$ cat src/rtl/tx_sched_pkg.sv
// tx_sched_pkg: scheduler state encoding and the K-character constants for the SKP ordered set
package tx_sched_pkg;
  typedef enum logic [1:0] {IDLE, DATA, OS, SKP} state_t;
  localparam logic [7:0] K_COM = 8'hBC;
  localparam logic [7:0] K_SKP = 8'h1C;
endpackage

$ cat src/rtl/skp_timer.sv
// skp_timer: saturating count of output handshakes; pending once INTERVAL is reached, clear restarts (ports: clk_i, rst_i, tick, clear -> pending)
module skp_timer #(
  parameter int INTERVAL = 1180
) (
  input  logic clk_i,
  input  logic rst_i,
  input  logic tick,
  input  logic clear,
  output logic pending
);
  localparam int W = $clog2(INTERVAL + 1);
  logic [W-1:0] cnt;
  always_ff @(posedge clk_i)
    if (rst_i || clear) cnt <= '0;
    else if (tick && !pending) cnt <= cnt + 1'b1;
  assign pending = cnt == W'(INTERVAL);
endmodule

$ cat src/rtl/tx_stream_scheduler.sv
// tx_stream_scheduler: merges data and ordered-set streams into one registered symbol stream, inserting SKP ordered sets when TX_SKP_INSERT_EN is defined (ports: clk_i/rst_i, link_en_i, data_* in, os_* in, out_* to the lane controller)
module tx_stream_scheduler
  import tx_sched_pkg::*;
#(
  parameter int SKP_INTERVAL = 1180
) (
  input  logic       clk_i,
  input  logic       rst_i,
  input  logic       link_en_i,
  input  logic [7:0] data_sym_i,
  input  logic       data_valid_i,
  input  logic       data_last_i,
  output logic       data_ready_o,
  input  logic [7:0] os_sym_i,
  input  logic       os_k_i,
  input  logic       os_valid_i,
  input  logic       os_last_i,
  output logic       os_ready_o,
  output logic [7:0] out_sym_o,
  output logic       out_k_o,
  output logic       out_is_os_o,
  output logic       out_bypass_scr_o,
  output logic       out_valid_o,
  input  logic       out_ready_i
);
  state_t state, state_nx;
  logic load_ok, data_go, os_go, skp_go, skp_done, skp_first, skp_pending, load;
  logic [7:0] sym_nx;
  assign load_ok = out_ready_i | ~out_valid_o;
  assign data_ready_o = load_ok && state == DATA;
  assign os_ready_o = load_ok && state == OS;
  assign data_go = data_ready_o & data_valid_i;
  assign os_go = os_ready_o & os_valid_i;
`ifdef TX_SKP_INSERT_EN
  logic [1:0] skp_idx;
  assign skp_go = load_ok && state == SKP;
  assign skp_done = skp_go && skp_idx == 2'd3;
  assign skp_first = skp_idx == 2'd0;
  always_ff @(posedge clk_i)
    if (rst_i || state != SKP) skp_idx <= '0;
    else if (skp_go) skp_idx <= skp_idx + 2'd1;
  skp_timer #(.INTERVAL(SKP_INTERVAL)) u_timer (
    .clk_i,
    .rst_i,
    .tick(out_valid_o && out_ready_i && link_en_i),
    .clear(state == IDLE && state_nx == SKP),
    .pending(skp_pending)
  );
`else
  logic skp_unused;
  assign skp_unused = SKP_INTERVAL != 0;
  assign skp_go = 1'b0;
  assign skp_done = 1'b1;
  assign skp_first = 1'b1;
  assign skp_pending = 1'b0;
`endif
  always_comb begin
    state_nx = (state == IDLE) ? (!(load_ok && link_en_i) ? IDLE : skp_pending ? SKP :
                                  os_valid_i ? OS : data_valid_i ? DATA : IDLE)
             : (state == DATA) ? (data_go && data_last_i ? IDLE : DATA)
             : (state == OS) ? (os_go && os_last_i ? IDLE : OS)
             : (skp_done ? IDLE : SKP);
  end
  assign load = data_go | os_go | skp_go;
  assign sym_nx = data_go ? data_sym_i : os_go ? os_sym_i : skp_first ? K_COM : K_SKP;
  always_ff @(posedge clk_i)
    if (rst_i) begin
      state <= IDLE;
      out_valid_o <= 1'b0;
      out_sym_o <= '0;
      out_k_o <= 1'b0;
      out_is_os_o <= 1'b0;
    end else begin
      state <= state_nx;
      if (load) begin
        out_valid_o <= 1'b1;
        out_sym_o <= sym_nx;
        out_k_o <= os_go ? os_k_i : !data_go;
        out_is_os_o <= !data_go;
      end else if (load_ok) out_valid_o <= 1'b0;
    end
  assign out_bypass_scr_o = out_is_os_o;
endmodule
$ cat config.mk
export PLATFORM = sky130hd
export DESIGN_NAME = tx_stream_scheduler
export DESIGN_NICKNAME = d
export VERILOG_FILES = /design/src/rtl/tx_sched_pkg.sv /design/src/rtl/skp_timer.sv /design/src/rtl/tx_stream_scheduler.sv
export SDC_FILE = /design/constraint.sdc
export NUM_CORES = 1
export LEC_CHECK = 0
export CAP_MARGIN = 20
export CORE_MARGIN = 5
export CORE_UTILIZATION = 34
export DETAILED_ROUTE_END_ITERATION = 10
export PLACE_DENSITY = 0.86
export REMOVE_ABC_BUFFERS = 1
export SLEW_MARGIN = 40
export SYNTH_ARGS = -nofsm -noshare
export SYNTH_HDL_FRONTEND = slang
export SYNTH_SLANG_ARGS = --single-unit
$ cat constraint.sdc
create_clock -name clk_i -period 1.1 [get_ports clk_i]
set_input_delay 0.22 -clock clk_i [delete_from_list [all_inputs] [get_ports clk_i]]
set_output_delay 0.22 -clock clk_i [all_outputs]
set_load 0.02 [all_outputs]
Word level (Yosys, flattened, before mapping)
Cells that the tools add are included.

Register bits: 13. Input bits: 25. Output and inout port bits: 14. Logic and storage cells: 33.

Equality and inequality tests: 2. Mux-type cells: 13. Bitwise logic cells: 5. Reductions and logical operators: 8.

Operators with widths (count): $mux W8 (2); $mux W2 (6); $logic_and A1 B1 Y1 (5); $mux W1 (5); $and A1 B1 Y1 (2); $eq A2 B1 Y1 const B (1); $eq A2 B2 Y1 const B (1); $logic_not A2 Y1 (1); $or A1 B1 Y1 (2); $reduce_bool A2 Y1 (1); $logic_not A1 Y1 (1); $not A1 Y1 (1).

Logic depth before layout (Yosys ltp)
Word-level depth: 9. Gate-level depth with buffers: 4. Depth with buffers taken out: 3.

Worst setup path before layout
Ideal clock, no wire load.

Path kind: reg-to-output. Start point: register out_valid_o. End point: output os_ready_o. Data arrival time: 1.176 ns. Required time: 0.880 ns. Slack: -0.296 ns. Stages on the path, launching flop included: 4. Path buffers: 1. Cell sequence: dfxtp_1 > and2b_4 > buf_4 > nor3_1.

Word-level cells in the longest chain between the ends: 3.

RTL lines: from (decl) (line tx_stream_scheduler.sv:23) `output logic out_valid_o,`; from (signal assigned) (line tx_stream_scheduler.sv:69) `out_valid_o <= 1'b0;`; from (signal assigned) (line tx_stream_scheduler.sv:76) `out_valid_o <= 1'b1;`; from (signal assigned) (line tx_stream_scheduler.sv:80) `end else if (load_ok) out_valid_o <= 1'b0;`; $not A1 Y1 (line tx_stream_scheduler.sv:29) `assign load_ok = out_ready_i | ~out_valid_o;`; $or A1 B1 Y1 (line tx_stream_scheduler.sv:29); $logic_and A1 B1 Y1 (line tx_stream_scheduler.sv:31) `assign os_ready_o = load_ok && state == OS;`; to (decl) (line tx_stream_scheduler.sv:18) `output logic os_ready_o,`.

Every way passes these cells.

Final worst setup path
Start point: register state[1]. End point: register out_sym_o[1].

Word-level cells in the longest chain between the ends: 5. Elaborated cells on any way between the ends: 9. Those cells by class: 2 x eq/ne; 2 x mux; 3 x bitwise; 2 x reduce/logical.

RTL lines: from (decl) (line tx_stream_scheduler.sv:26) `state_t state, state_nx;`; from (signal assigned) (line tx_stream_scheduler.sv:74) `state <= state_nx;`; $eq A2 B2 Y1 (line tx_stream_scheduler.sv:31); $logic_and A1 B1 Y1 (line tx_stream_scheduler.sv:31); $and A1 B1 Y1 (line tx_stream_scheduler.sv:33) `assign os_go = os_ready_o & os_valid_i;`; $mux W8 (2 in a row) (line tx_stream_scheduler.sv:65) `assign sym_nx = data_go ? data_sym_i : os_go ? os_sym_i : skp_first ? K_COM : K_SKP;`; to (signal assigned) (line tx_stream_scheduler.sv:77) `out_sym_o <= sym_nx;`; to (decl) (line tx_stream_scheduler.sv:19) `output logic [7:0] out_sym_o,`.

Parallel ways exist; a longest one is shown, timed or not. A chain may end at the register's enable or synchronous reset.

==> run metrics <==
outcome finished with violations; violated checks setup timing; global routing met3 resource utilization 0.0719; PD cells approximately 950 nW/um^2; maximum ir drop on the vdd rail 0.529 mV; endpoint kind of the worst setup timing path flop; total area of sequential cells 267 um^2; P_leak a little over 0.5 nW; category of the critical setup timing path reg -> reg; detail-routed net length per standard cell 14.6 um; most common cell type on the critical path sky130_fd_sc_hd__buf_6; number of global-route vias before repair 785; Hold Path Cell Cnt 2; share of the yosys chip area belonging to registers 0.364; P&R area growth vs syn 74.6%; flip-flop and latch count after synthesis 13; source-to-sink clock delay at the later pin of the worst-skew pair 0.27 ns; residual antenna-violating net count after detailed routing 0; area of the multi-input gates 402 um^2; worst-path fanout max 7; post-layout utilization of the core 0.629; leading cell types in the layout, fill and taps excluded sky130_fd_sc_hd__clkdlybuf4s50_1, sky130_fd_sc_hd__buf_2, sky130_fd_sc_hd__inv_1, sky130_fd_sc_hd__dfxtp_1, sky130_fd_sc_hd__a21oi_1; number of enable flip-flop cells after synthesis 0; antenna violations before repair 0; Data arrival, critical path 1.51 ns; 1st-iter DRT viols 11; drt first pass iters 4; detail-routed via count per cell 5.08; number of max-cap violations 0; final HPWL from detailed placement 1590 um; clock net sink count 13; FF-to-FF path depth 5; number of max-slew violations in the final report 0; Clk pin slew, worst setup/hold paths 0.08 ns; Core Rows 16; Startpoint Class flop; total of buffers placed on input and output ports 38; Congestion Overflow GR 0; Global Route met2 Usage 0.236; residual DRC count 0; required time worst endpoint 1.30 ns; count of mapped cells out of synthesis 75; minimum setup slack in the final design -0.215 ns; Final Wtd Congestion 0.749; wire length reported by the detailed router 2220 um; total vias in the final route 772; initial core utilization 0.360; TritonCTS clock tree built; nets 151; CP peak stage delay 0.34 ns; ordered cell list for the critical path buf_6, nand3b_1, a21o_1, buf_6, a221oi_2; cell area after synthesis 714 um^2; top-level port count 39; cell at the root of the clock tree sky130_fd_sc_hd__clkbuf_4; Hold Path Class reg -> reg; time the final worst path needs with I/O delays and setup 1.32 ns; global routing met1 resource utilization 0.165; Post-Synthesis Mean Instance Area 9.53 um^2; die width 55.8 um; CTS H-tree lvls 1; fraction of layout cells with a size suffix above 1 0.416; worst-case clock skew roughly 0.0043 ns; dpl cell area between 1000 and 1500 um^2; setup repair after global routing missed its margin yes; Critical Path Slowest Stage Cell sky130_fd_sc_hd__dfxtp_2; pin count of the biggest net entering global routing 12; count of warnings emitted by yosys 0; Finished Cell Area roughly 1200 um^2; CTS Buf Count 3; number of buffers inserted by hold repair at cts 0; final worst-path cycle share 1.20; commonest non-fill, non-tap cell in the layout sky130_fd_sc_hd__clkdlybuf4s50_1; normalized max-slew margin 0.859; number of antenna repair diodes 0; area of the core region 1980 um^2; clock tree buffer depth 2; die area 3120 um^2; global-route usage over all layers 0.149; layer carrying the most global-route usage met2; Fmax achieved 760 MHz; Setup Viol. Count Final 14; most instantiated flip-flop cell in the synthesis netlist sky130_fd_sc_hd__dfxtp_1; fraction of registers with async set or reset after synthesis 0; Chip Height about 56 um; number of distinct library cell variants in the gate-level netlist after synthesis 28; first-pass GRT wire length between 3000 and 4000 um; final hold violation count 0; Filler Cell Count 175; actual transition at the worst max-transition pin roughly 0.21 ns
## sequential cells by signal, summed over array words and instances, names as in the netlist
| signal | cells |
|---|---|
| out_sym_o | 8 |
| state | 2 |
| out_bypass_scr_o | 1 |
| out_k_o | 1 |
| out_valid_o | 1 |
## path summary, 6_finish.rpt
path	startpoint	end	slack, ns
max	state[1]$_SDFF_PP0_	out_sym_o[1]$_SDFFE_PP0P_	-0.22
min	out_sym_o[1]$_SDFFE_PP0P_	out_sym_o[1]$_SDFFE_PP0P_	0.47
max reg2reg	state[1]$_SDFF_PP0_	out_sym_o[1]$_SDFFE_PP0P_	-0.22
min reg2reg	out_sym_o[1]$_SDFFE_PP0P_	out_sym_o[1]$_SDFFE_PP0P_	0.47
## per-layer routing
metal  share of wire  up-vias
met5               0        -
met1            0.45      366
li1                -      375
met3           0.086        2
met4          0.0063        0
met2            0.46       29
## metrics by stage
stage | hold slack, ns | total power, mW | setup WS [ns] | setup TNS, ns | instances
finish | 0.469 | 1.19 | -0.215 | -2.41 | 152
global route | 0.484 | 1.25 | -0.268 | -3.10 | 152
CTS | 0.478 | 1.18 | -0.220 | -2.21 | 150
detailed placement | 0.457 | 0.886 | -0.768 | -9.03 | 144
global placement | 0.447 | 0.879 | -0.764 | -8.71 | 144
floorplan | 0.286 | 0.675 | -0.302 | -2.54 | 68
## cells in the mapped netlist, types with 4 or more instances
cell type                  count  area share
sky130_fd_sc_hd__a21oi_1      10       0.070
sky130_fd_sc_hd__a221oi_2      8        0.17
sky130_fd_sc_hd__buf_4         4       0.042
sky130_fd_sc_hd__dfxtp_1      13        0.36
sky130_fd_sc_hd__inv_1        10       0.053
sky130_fd_sc_hd__o21ai_1       8       0.056
## final cells by class
type | count | area share
clock buffers | 4 | 0.0211
inverters | 10 | 0.0301
multi-input cells | 45 | 0.322
flip-flops and latches | 13 | 0.214
well taps | 27 | 0.0271
repair buffers | 53 | 0.386
## worst max-delay path: cells and delay by family (launching register included)
kind | cells | cell delay [ns]
compound gates | 2 | 0.46
flops | 1 | 0.34
buf+inv | 2 | 0.27
simple gates | 1 | 0.18
## power breakdown
| group | internal, mW | leakage (nW) | switching [mW] |
|---|---|---|---|
| sequential | 0.501 | 0.108 | 0.0200 |
| clock | 0.140 | 0.0150 | 0.157 |
| combinational | 0.205 | 0.385 | 0.163 |
## timing repair
item | CTS | global route
resized for setup | 74 | 12
endpoints found under the setup margin | 26 | 18
pin swaps | 12 | 8
buffers inserted | 3 | 2
## logic make-up after synthesis
| kind of cell | Yosys count | synth area share |
|---|---|---|
| buf+inv | 17 | 0.128 |
| compound gates | 32 | 0.370 |
| simple gates | 13 | 0.138 |
| flops | 13 | 0.364 |
Note: power is estimated with default switching activity, not from simulation.
